File: config.mk
export PLATFORM = sky130hd
export DESIGN_NAME = popcount_unary_gen
export DESIGN_NICKNAME = d
export VERILOG_FILES = /design/src/rtl/popcount_pkg.sv /design/src/rtl/popcount_unary_sel.sv /design/src/rtl/popcount_unary_gen.sv
export SDC_FILE = /design/constraint.sdc
export NUM_CORES = 1
export LEC_CHECK = 0
export ABC_AREA = 0
export CORE_AREA = 2 2 39 41
export CTS_CLUSTER_SIZE = 30
export DETAILED_ROUTE_END_ITERATION = 7
export DIE_AREA = 0 0 41 43
export SETUP_SLACK_MARGIN = 0.15
export SYNTH_ARGS = -nofsm -noshare
export SYNTH_HDL_FRONTEND = slang
export SYNTH_SLANG_ARGS = --single-unit
File: constraint.sdc
create_clock -name clk -period 1.23 [get_ports clk]
set_input_delay 0.123 -clock clk [delete_from_list [all_inputs] [get_ports clk]]
set_output_delay 0.123 -clock clk [all_outputs]
set_load 0.01 [all_outputs]
File: src/rtl/popcount_pkg.sv
// Shared types and helpers for the popcount unary frame generator.
package popcount_pkg;

  typedef enum logic {
    IDLE = 1'b0,
    EMIT = 1'b1
  } state_e;

  // Bits needed to hold a count in 0..w inclusive.
  function automatic int unsigned cnt_width(input int unsigned w);
    return $clog2(w + 1);
  endfunction

endpackage

File: src/rtl/popcount_unary_sel.sv
// Frame bit selector: thermometer order by default, evenly spread ones when
// POPCOUNT_UNARY_SPREAD_EN is defined.
module popcount_unary_sel
  import popcount_pkg::*;
#(
  parameter int unsigned  WIDTH = 4,
  localparam int unsigned CNT_W = cnt_width(WIDTH),
  localparam int unsigned ACC_W = CNT_W + 1
) (
`ifdef POPCOUNT_UNARY_SPREAD_EN
  input  logic [ACC_W-1:0] acc,
  input  logic [CNT_W-1:0] cnt,
  output logic             bit_c,
  output logic [ACC_W-1:0] acc_nxt_c
`else
  input  logic [$clog2(WIDTH)-1:0] idx,
  input  logic [CNT_W-1:0]         cnt,
  output logic                     bit_c
`endif
);

`ifdef POPCOUNT_UNARY_SPREAD_EN
  logic [ACC_W-1:0] sum;

  // Bresenham-style accumulator: a one is emitted each time the sum wraps WIDTH.
  always_comb begin
    sum       = acc + ACC_W'(cnt);
    bit_c     = 1'b0;
    acc_nxt_c = sum;
    if (sum >= ACC_W'(WIDTH)) begin
      bit_c     = 1'b1;
      acc_nxt_c = sum - ACC_W'(WIDTH);
    end
  end
`else
  always_comb begin
    bit_c = (CNT_W'(idx) < cnt);
  end
`endif

endmodule

File: src/rtl/popcount_unary_gen.sv
// Count-to-unary serial frame generator with valid/ready on both sides.
// Optional macro POPCOUNT_UNARY_SPREAD_EN spreads the ones evenly across the frame.
module popcount_unary_gen
  import popcount_pkg::*;
#(
  parameter int unsigned  WIDTH = 4,
  localparam int unsigned CNT_W = cnt_width(WIDTH)
) (
  input  logic             clk,
  input  logic             rst,
  input  logic             in_valid,
  input  logic [CNT_W-1:0] in_count,
  output logic             in_ready,
  output logic             out_valid,
  output logic             out_bit,
  output logic             out_last,
  input  logic             out_ready,
  output logic             out_sat
);

  localparam int unsigned IDX_W = $clog2(WIDTH);

  state_e           state_q, state_d;
  logic [IDX_W-1:0] idx_q, idx_d;
  logic [CNT_W-1:0] cnt_q, cnt_d;
  logic             sat_q, sat_d;
  logic             emit, last, xfer, accept, sel_bit;
`ifdef POPCOUNT_UNARY_SPREAD_EN
  logic [CNT_W:0]   acc_q, acc_d, acc_nxt;
`endif

  // Handshake decode; in_ready may rise on the final bit so frames chain without a bubble.
  always_comb begin
    emit   = (state_q == EMIT);
    last   = emit && (idx_q == IDX_W'(WIDTH - 1));
    xfer   = emit && out_ready;
    accept = in_valid && (!emit || (last && out_ready));
  end

  always_ff @(posedge clk) begin
    if (rst) state_q <= IDLE;
    else     state_q <= state_d;
  end

  always_comb begin
    state_d = state_q;
    unique case (state_q)
      IDLE: if (accept) state_d = EMIT;
      EMIT: if (xfer && last && !accept) state_d = IDLE;
      default: state_d = IDLE;
    endcase
  end

  always_ff @(posedge clk) begin
    if (rst) begin
      idx_q <= '0;
      cnt_q <= '0;
      sat_q <= 1'b0;
`ifdef POPCOUNT_UNARY_SPREAD_EN
      acc_q <= '0;
`endif
    end else begin
      idx_q <= idx_d;
      cnt_q <= cnt_d;
      sat_q <= sat_d;
`ifdef POPCOUNT_UNARY_SPREAD_EN
      acc_q <= acc_d;
`endif
    end
  end

  // Count is clipped and latched only at accept; index advances per transfer.
  always_comb begin
    idx_d = idx_q;
    cnt_d = cnt_q;
    sat_d = sat_q;
`ifdef POPCOUNT_UNARY_SPREAD_EN
    acc_d = acc_q;
    if (xfer) acc_d = acc_nxt;
`endif
    if (xfer) begin
      idx_d = last ? '0 : idx_q + IDX_W'(1);
      if (last) sat_d = 1'b0;
    end
    if (accept) begin
      idx_d = '0;
      sat_d = (in_count > CNT_W'(WIDTH));
      cnt_d = sat_d ? CNT_W'(WIDTH) : in_count;
`ifdef POPCOUNT_UNARY_SPREAD_EN
      acc_d = '0;
`endif
    end
  end

  popcount_unary_sel #(
    .WIDTH(WIDTH)
  ) u_sel (
`ifdef POPCOUNT_UNARY_SPREAD_EN
    .acc       (acc_q),
    .cnt       (cnt_q),
    .bit_c     (sel_bit),
    .acc_nxt_c (acc_nxt)
`else
    .idx       (idx_q),
    .cnt       (cnt_q),
    .bit_c     (sel_bit)
`endif
  );

  always_comb begin
    in_ready  = !emit || (last && out_ready);
    out_valid = emit;
    out_bit   = emit && sel_bit;
    out_last  = last;
    out_sat   = emit && sat_q;
  end

endmodule

==> flow_metrics.tcl, run 1 <==
set metrics [dict create \
    pwr-share-comb 0.245 \
    io_pins 12 \
    synth_top_area_cell "dfxtp_1" \
    hpwlAfterDp_um 728 \
    cp.depth 5 \
    netlist_top_cells_area "dfxtp_1 36%, ha_1 6.5%, nand3_1 6.5%" \
    ys_seq_area_frac 0.362 \
    cp-start-kind "flop" \
    vias 421 \
    slew_headroom 0.829 \
    powerDensity_mw_per_mm2 848 \
    cts_root_buffer "clkbuf_4" \
    clock-sinks 7 \
    crit_slowest_cell "dfxtp_2" \
    yosys_most_used_dff "dfxtp_1" \
    drive_above_1_share 0.571 \
    maxCapViolCount 0 \
    clk_pin_slew_worst_paths_ps 50 \
    yosysWarnings 0 \
    synth_nets 51 \
    dpl_cell_area_sq_um 584 \
    slew_violations 0 \
    setup_ws_ps -110 \
    netlist_instances 42 \
    finalPower_mw 0.600 \
    netlist.area_leader.share 0.362 \
    clockBufferDepth 2 \
    viasPerCell 4.90 \
    grt_pass1_vias 389 \
    portBuffers 11 \
    whs_path_depth 2 \
    grtUsageTotal 0.151 \
    finish.utilization 0.511 \
    min_period_ps 1340 \
    critPathCaptureType "output pin" \
    critical_path_required_ps 1110 \
    rsz0062_at_grt "true" \
    std_cell_rows 14 \
    drt_iter0_markers 2 \
    fillCellCount 127 \
    cts-buffers-inserted 3 \
    max_freq_ghz 0.746 \
    drcViolationCount 0 \
    fin_crit_sh 1.09 \
    ir_worst_vdd_v 0.000324 \
    stdcell_area_sq_um 707 \
    violations "negative setup slack" \
    ys_ff_latch 7 \
    reg2reg_depth 7 \
    finClkSkew_ps 6.39 \
    ys_types 24 \
    cts_tree "yes" \
    avgSynthCellArea_sq_um 9.21 \
    hold_violations 0 \
    syn_area_sq_um 387 \
    wire_per_inst_um 12.6 \
    cpMostUsedCell "buf_6" \
    p_clk_frac 0.348 \
    post-synth-top-count-cell "dfxtp_1" \
    critical_path_buf_inv_count 3 \
    hold_buffers 0 \
    htree_levels 1 \
    worstPathArrival_ps 1220 \
    synth_common_cells "7 x dfxtp_1, 5 x nand3_1, 4 x a21oi_1" \
    final_nets 80 \
    hp-class "flop to flop" \
    antenna_found_initial 0 \
    cp_cell_sequence "buf_6 -> ha_4 -> a21boi_4 -> inv_2 -> buf_6" \
    power.switching_mw 0.154 \
    path_class "flop to output pin" \
    synth_edf_count 0 \
    slowest_delay_ps 330 \
    dieArea_sq_mm 0.00176 \
    numPlacedInstances 77 \
    grt_remaining_overflow 0 \
    core_sq_mm 0.00138 \
    clock_latency_ps 260 \
    syn_to_final_growth_pct 82.8 \
    die-width_um 41 \
    tightest_slew_ps 250 \
    async_reset_ff_frac 0 \
    p_sw_frac 0.257 \
    gp_congestion 0.719 \
    layoutNonFillerInstCount 86 \
    worstPathMaxFanout 4 \
    drt-total-wl_mm 1.08 \
    firstDrtPassIters 4 \
    post-place-ws_ps -265 \
    grt_first_pass_wirelength_mm 1.61 \
    postRouteAntennaNets 0 \
    setup_violations 4 \
    die_h_um 43 \
    p_seq_frac 0.407 \
    internal_power_mw 0.445 \
    critPathTopFamily "flip-flops" \
    grt_max_degree 7 \
    p_leak_nw 0.290 \
    run_status "complete, but fails checks" \
    antenna_cells 0 \
    initial_core_util 0.279 \
]
## kinds of logic after synthesis
group           synth area share
flops                      0.362
mux                       0.0259
fa+ha+maj                 0.0647
buf+inv                   0.0388
compound gates             0.217
simple gates               0.291
## tightest hold or removal path, stage by stage (launching register included)
cell	delay, ps
dfxtp_1	300
nand3_1	60
a21oi_1	50
## power groups by stage
stage               Clock, mW  Sequential, mW  Combinational [mW]
floorplan                   0           0.250              0.0477
finish                  0.209           0.244               0.147
detailed placement          0           0.250               0.116
global placement            0           0.251               0.114
CTS                     0.211           0.244               0.138
global route            0.228           0.245               0.157
## timing repair
item / CTS / global route
hold endpoints to repair: 0 / 0
pin swaps: 7 / 7
setup endpoints to repair: 12 / 10
buffers inserted: 4 / 1
gates resized for setup: 31 / 4
## layout by cell type, fill, tap and decap left out, types with 2 or more instances in the layout
master | synthesis | final
nand2b_1 | 2 | 2
clkdlybuf4s50_1 | 0 | 6
buf_2 | 0 | 2
nor3b_1 | 2 | 2
ha_4 | 0 | 2
buf_6 | 0 | 6
a21oi_1 | 4 | 2
a21oi_2 | 0 | 2
clkbuf_4 | 0 | 3
dfxtp_1 | 7 | 4
dfxtp_2 | 0 | 2
nand3_1 | 5 | 4
inv_2 | 1 | 2
buf_4 | 0 | 10
## state kept, by name (all words and copies together) (netlist names)
signal and flops:
cnt_q 3, idx_q 2, out_valid 1, sat_q 1
## per-layer routing
metal,part of all wire,GRT usage
met1,0.36,0.114
met3,0.046,0.0628
met2,0.57,0.256
met4,0.027,0.140
met5,0,0
## per-stage QoR
step,TNS (ps),hold WS [ps]
after floorplan,0,260
after global placement,-797,454
after detailed placement,-921,456
after CTS,-372,467
after global routing,-457,483
final,-236,463
## path summary, 6_finish.rpt
kind / startpoint / end / slack, ps
worst max-delay path: idx_q[1] / in_ready / -110
worst min-delay path: sat_q / sat_q / 460
worst min register to register: sat_q / sat_q / 460
worst max register to register: idx_q[1] / cnt_q[1] / -30
## final cells by class
cell class              instances  area, sq um  area share
multi-input cells              31          282       0.398
clock buffers                   4         26.3      0.0372
well taps                      16         20.0      0.0283
flip-flops and latches          7          146       0.207
repair buffers                 25          221       0.313
inverters                       3         11.3      0.0159
(Power assumes the default switching activity.)
==> run 2, diff against run 1 <==
--- a/config.mk
+++ b/config.mk
@@ -10,7 +10,9 @@
 export CTS_CLUSTER_SIZE = 30
 export DETAILED_ROUTE_END_ITERATION = 7
 export DIE_AREA = 0 0 41 43
+export DONT_BUFFER_PORTS = 1
 export SETUP_SLACK_MARGIN = 0.15
 export SYNTH_ARGS = -nofsm -noshare
 export SYNTH_HDL_FRONTEND = slang
+export SYNTH_HIERARCHICAL = 1
 export SYNTH_SLANG_ARGS = --single-unit
==> constraint.sdc (replaced) <==
create_clock -name clk -period 1.5 [get_ports clk]
set_input_delay 0.15 -clock clk [delete_from_list [all_inputs] [get_ports clk]]
set_output_delay 0.15 -clock clk [all_outputs]
set_load 0.01 [all_outputs]
==> run 2 against run 1 <==
Net effect: critical path type unchanged; clock-buffer cell count did not move; non-clock buffer count fell by 22; sequential share of layout area rose by 9.8 points; wire length fell by 28%; final area fell by 34%; the flow still finishes with violations (negative setup slack); register-to-register slack improved by 310 ps; die area did not move; setup slack improved by 89 ps.
==> flow_metrics.tcl, run 2 <==
set metrics [dict create \
    slowest_delay_ps 330 \
    rsz0062_at_grt "true" \
    hold_end "cnt_q[2]" \
    portBuffers 0 \
    drt-total-wl_um 777 \
    netlist_top_cells_area "dfxtp_1 37%, ha_1 6.5%, nand3_1 6.5%" \
    hold_start "in_count[2]" \
    drt_iter0_markers 2 \
    fin_crit_sh 1.01 \
    power.switching_mw 0.100 \
    ys_seq_area_frac 0.366 \
    gp_congestion 0.687 \
    vias 337 \
    critPathTopFamily "simple AND/OR/NAND/NOR gates" \
    clock-sinks 7 \
    die_h_um 43 \
    min_period_ps 1520 \
    hp-class "input pin to flop" \
    wire_per_inst_um 11.8 \
    postRouteAntennaNets 0 \
    synth.area.mux_share 0.0261 \
    timing.hold.ws_ps 44.2 \
    setup_violations 1 \
    critical_path_required_ps 1350 \
    synth_nets 53 \
    clockBufferDepth 2 \
    reg_top3 "cnt_q x3, idx_q x2" \
    worstPathArrival_ps 1370 \
    slew_headroom 0.800 \
    maxCapViolCount 0 \
    cp_cell_sequence "inv_2 -> ha_4 -> nor2_1 -> or3_1 -> and2_4" \
    drive_above_1_share 0.280 \
    std_cell_rows 14 \
    critical_path_buf_inv_count 1 \
    whs_path_depth 2 \
    r2r-start "idx_q[0]" \
    top_register "cnt_q" \
    cts_tree "yes" \
    synth-compound-area-share 0.167 \
    fillCellCount 141 \
    io_pins 12 \
    grt_remaining_overflow 0 \
    grt_first_pass_wirelength_mm 1.19 \
    p_sw_frac 0.238 \
    initial_core_util 0.277 \
    netlist.area_leader.share 0.366 \
    grt_pass1_vias 305 \
    hpwlAfterDp_um 574 \
    avgSynthCellArea_sq_um 8.70 \
    clock_latency_ps 250 \
    synth-simple-area-share 0.337 \
    cts-buffers-inserted 3 \
    synth-adder-area-share 0.0654 \
    violations "negative setup slack" \
    clk_pin_slew_worst_paths_ps 50 \
    viasPerCell 5.11 \
    ff2ff_setup_slack_ps 280 \
    critPathCaptureType "output pin" \
    die-width_um 41 \
    ys_ff_latch 7 \
    post-synth-top-count-cell "dfxtp_1" \
    mostFrequentLayoutCells "5 x nand3_1, 5 x dfxtp_1" \
    post-place-ws_ps 195 \
    run_status "complete, but fails checks" \
    synth_top_area_cell "dfxtp_1" \
    netlist_instances 44 \
    drcViolationCount 0 \
    setup_ws_ps -21.2 \
    max_freq_ghz 0.657 \
    worstPathMaxFanout 2 \
    p_leak_nw 0.186 \
    p_clk_frac 0.403 \
    rr_endpoint "idx_q[0]" \
    cp-start-kind "flop" \
    htree_levels 1 \
    reg2reg_depth 4 \
    powerDensity_mw_per_mm2 903 \
    internal_power_mw 0.322 \
    pwr-share-comb 0.115 \
    async_reset_ff_frac 0 \
    layoutNonFillerInstCount 66 \
    final_nets 60 \
    finClkSkew_ps 1.12 \
    fin_tns_setup_ps -21.2 \
    finish.utilization 0.338 \
    firstDrtPassIters 3 \
    hold_violations 0 \
    yosys_most_used_dff "dfxtp_1" \
    cts_root_buffer "clkbuf_4" \
    tightest_slew_ps 300 \
    synth_edf_count 0 \
    grt_max_degree 10 \
    largest_reg_flops 3 \
    yosysWarnings 6 \
    slew_violations 0 \
    antenna_cells 0 \
    ys_types 21 \
    crit_slowest_cell "dfxtp_2" \
    yosys.area_share.xor_xnor 0 \
    dieArea_sq_mm 0.00176 \
    path_class "flop to output pin" \
    antenna_found_initial 0 \
    syn_area_sq_um 383 \
    numPlacedInstances 59 \
    synth_common_cells "7 x dfxtp_1, 5 x nand3_1" \
    p_seq_frac 0.482 \
    syn_to_final_growth_pct 22.2 \
    ir_worst_vdd_v 0.000251 \
    core_sq_mm 0.00138 \
    grtUsageTotal 0.111 \
    synth_top_family_by_area "simple AND/OR/NAND/NOR gates" \
]
==> run 2: how the worst max path moves through the flow <==
stage	from	to	slack (ps)	depth (start not counted)
finish	cnt_q[1]	out_bit	-20	5
CTS	cnt_q[1]	out_bit	-30	5
global route	cnt_q[1]	out_bit	-80	5
detailed placement	cnt_q[1]	out_bit	190	5
global placement	cnt_q[1]	out_bit	210	5
floorplan	cnt_q[1]	out_bit	260	5
==> run 2: logic make-up (layout without fill, tap and decap cells) <==
| family | count (synthesis) | after routing |
|---|---|---|
| compound gates | 9 | 9 |
| fa+ha+maj | 2 | 2 |
| buf+inv | 4 | 10 |
| flops | 7 | 7 |
| mux | 1 | 1 |
| simple gates | 21 | 21 |
==> run 2: layout make-up <==
cell class                 count  area, sq um  area share
sequential                     7          143       0.305
timing repair buffer           3         25.0      0.0535
multi-input combinational     33          243       0.519
tap                           16         20.0      0.0428
clock buffer                   4         26.3      0.0561
inverter                       3         11.3      0.0241
==> run 2: power by group through the flow <==
stage                     combinational, mW  sequential, mW  clock [mW]
after floorplan                      0.0371           0.205           0
after detailed placement             0.0395           0.207           0
after global placement               0.0385           0.207           0
final                                0.0485           0.204       0.170
after CTS                            0.0474           0.204       0.179
after global routing                 0.0541           0.205       0.192
==> run 2: repair_timing <==
action                     4_1_cts  5_1_grt
buffers inserted                 1        1
hold endpoints to repair         5        0
setup endpoints to repair        1        4
resized for setup                4        1
hold buffers                     1        0
gates cloned                     0        0
==> run 2: routing by layer <==
metal / track usage / part of all wire / vias up
met4: 0.140 / 0.051 / 0
met3: 0.0314 / 0.041 / 4
met5: 0 / 0 / -
met1: 0.0874 / 0.40 / 155
met2: 0.175 / 0.50 / 9
li1: - / - / 169
==> run 2: per-stage QoR <==
stage | power [mW] | cell area (sq um)
floorplan | 0.242 | 383
global placement | 0.246 | 399
detailed placement | 0.247 | 399
CTS | 0.430 | 459
global route | 0.452 | 468
finish | 0.422 | 468
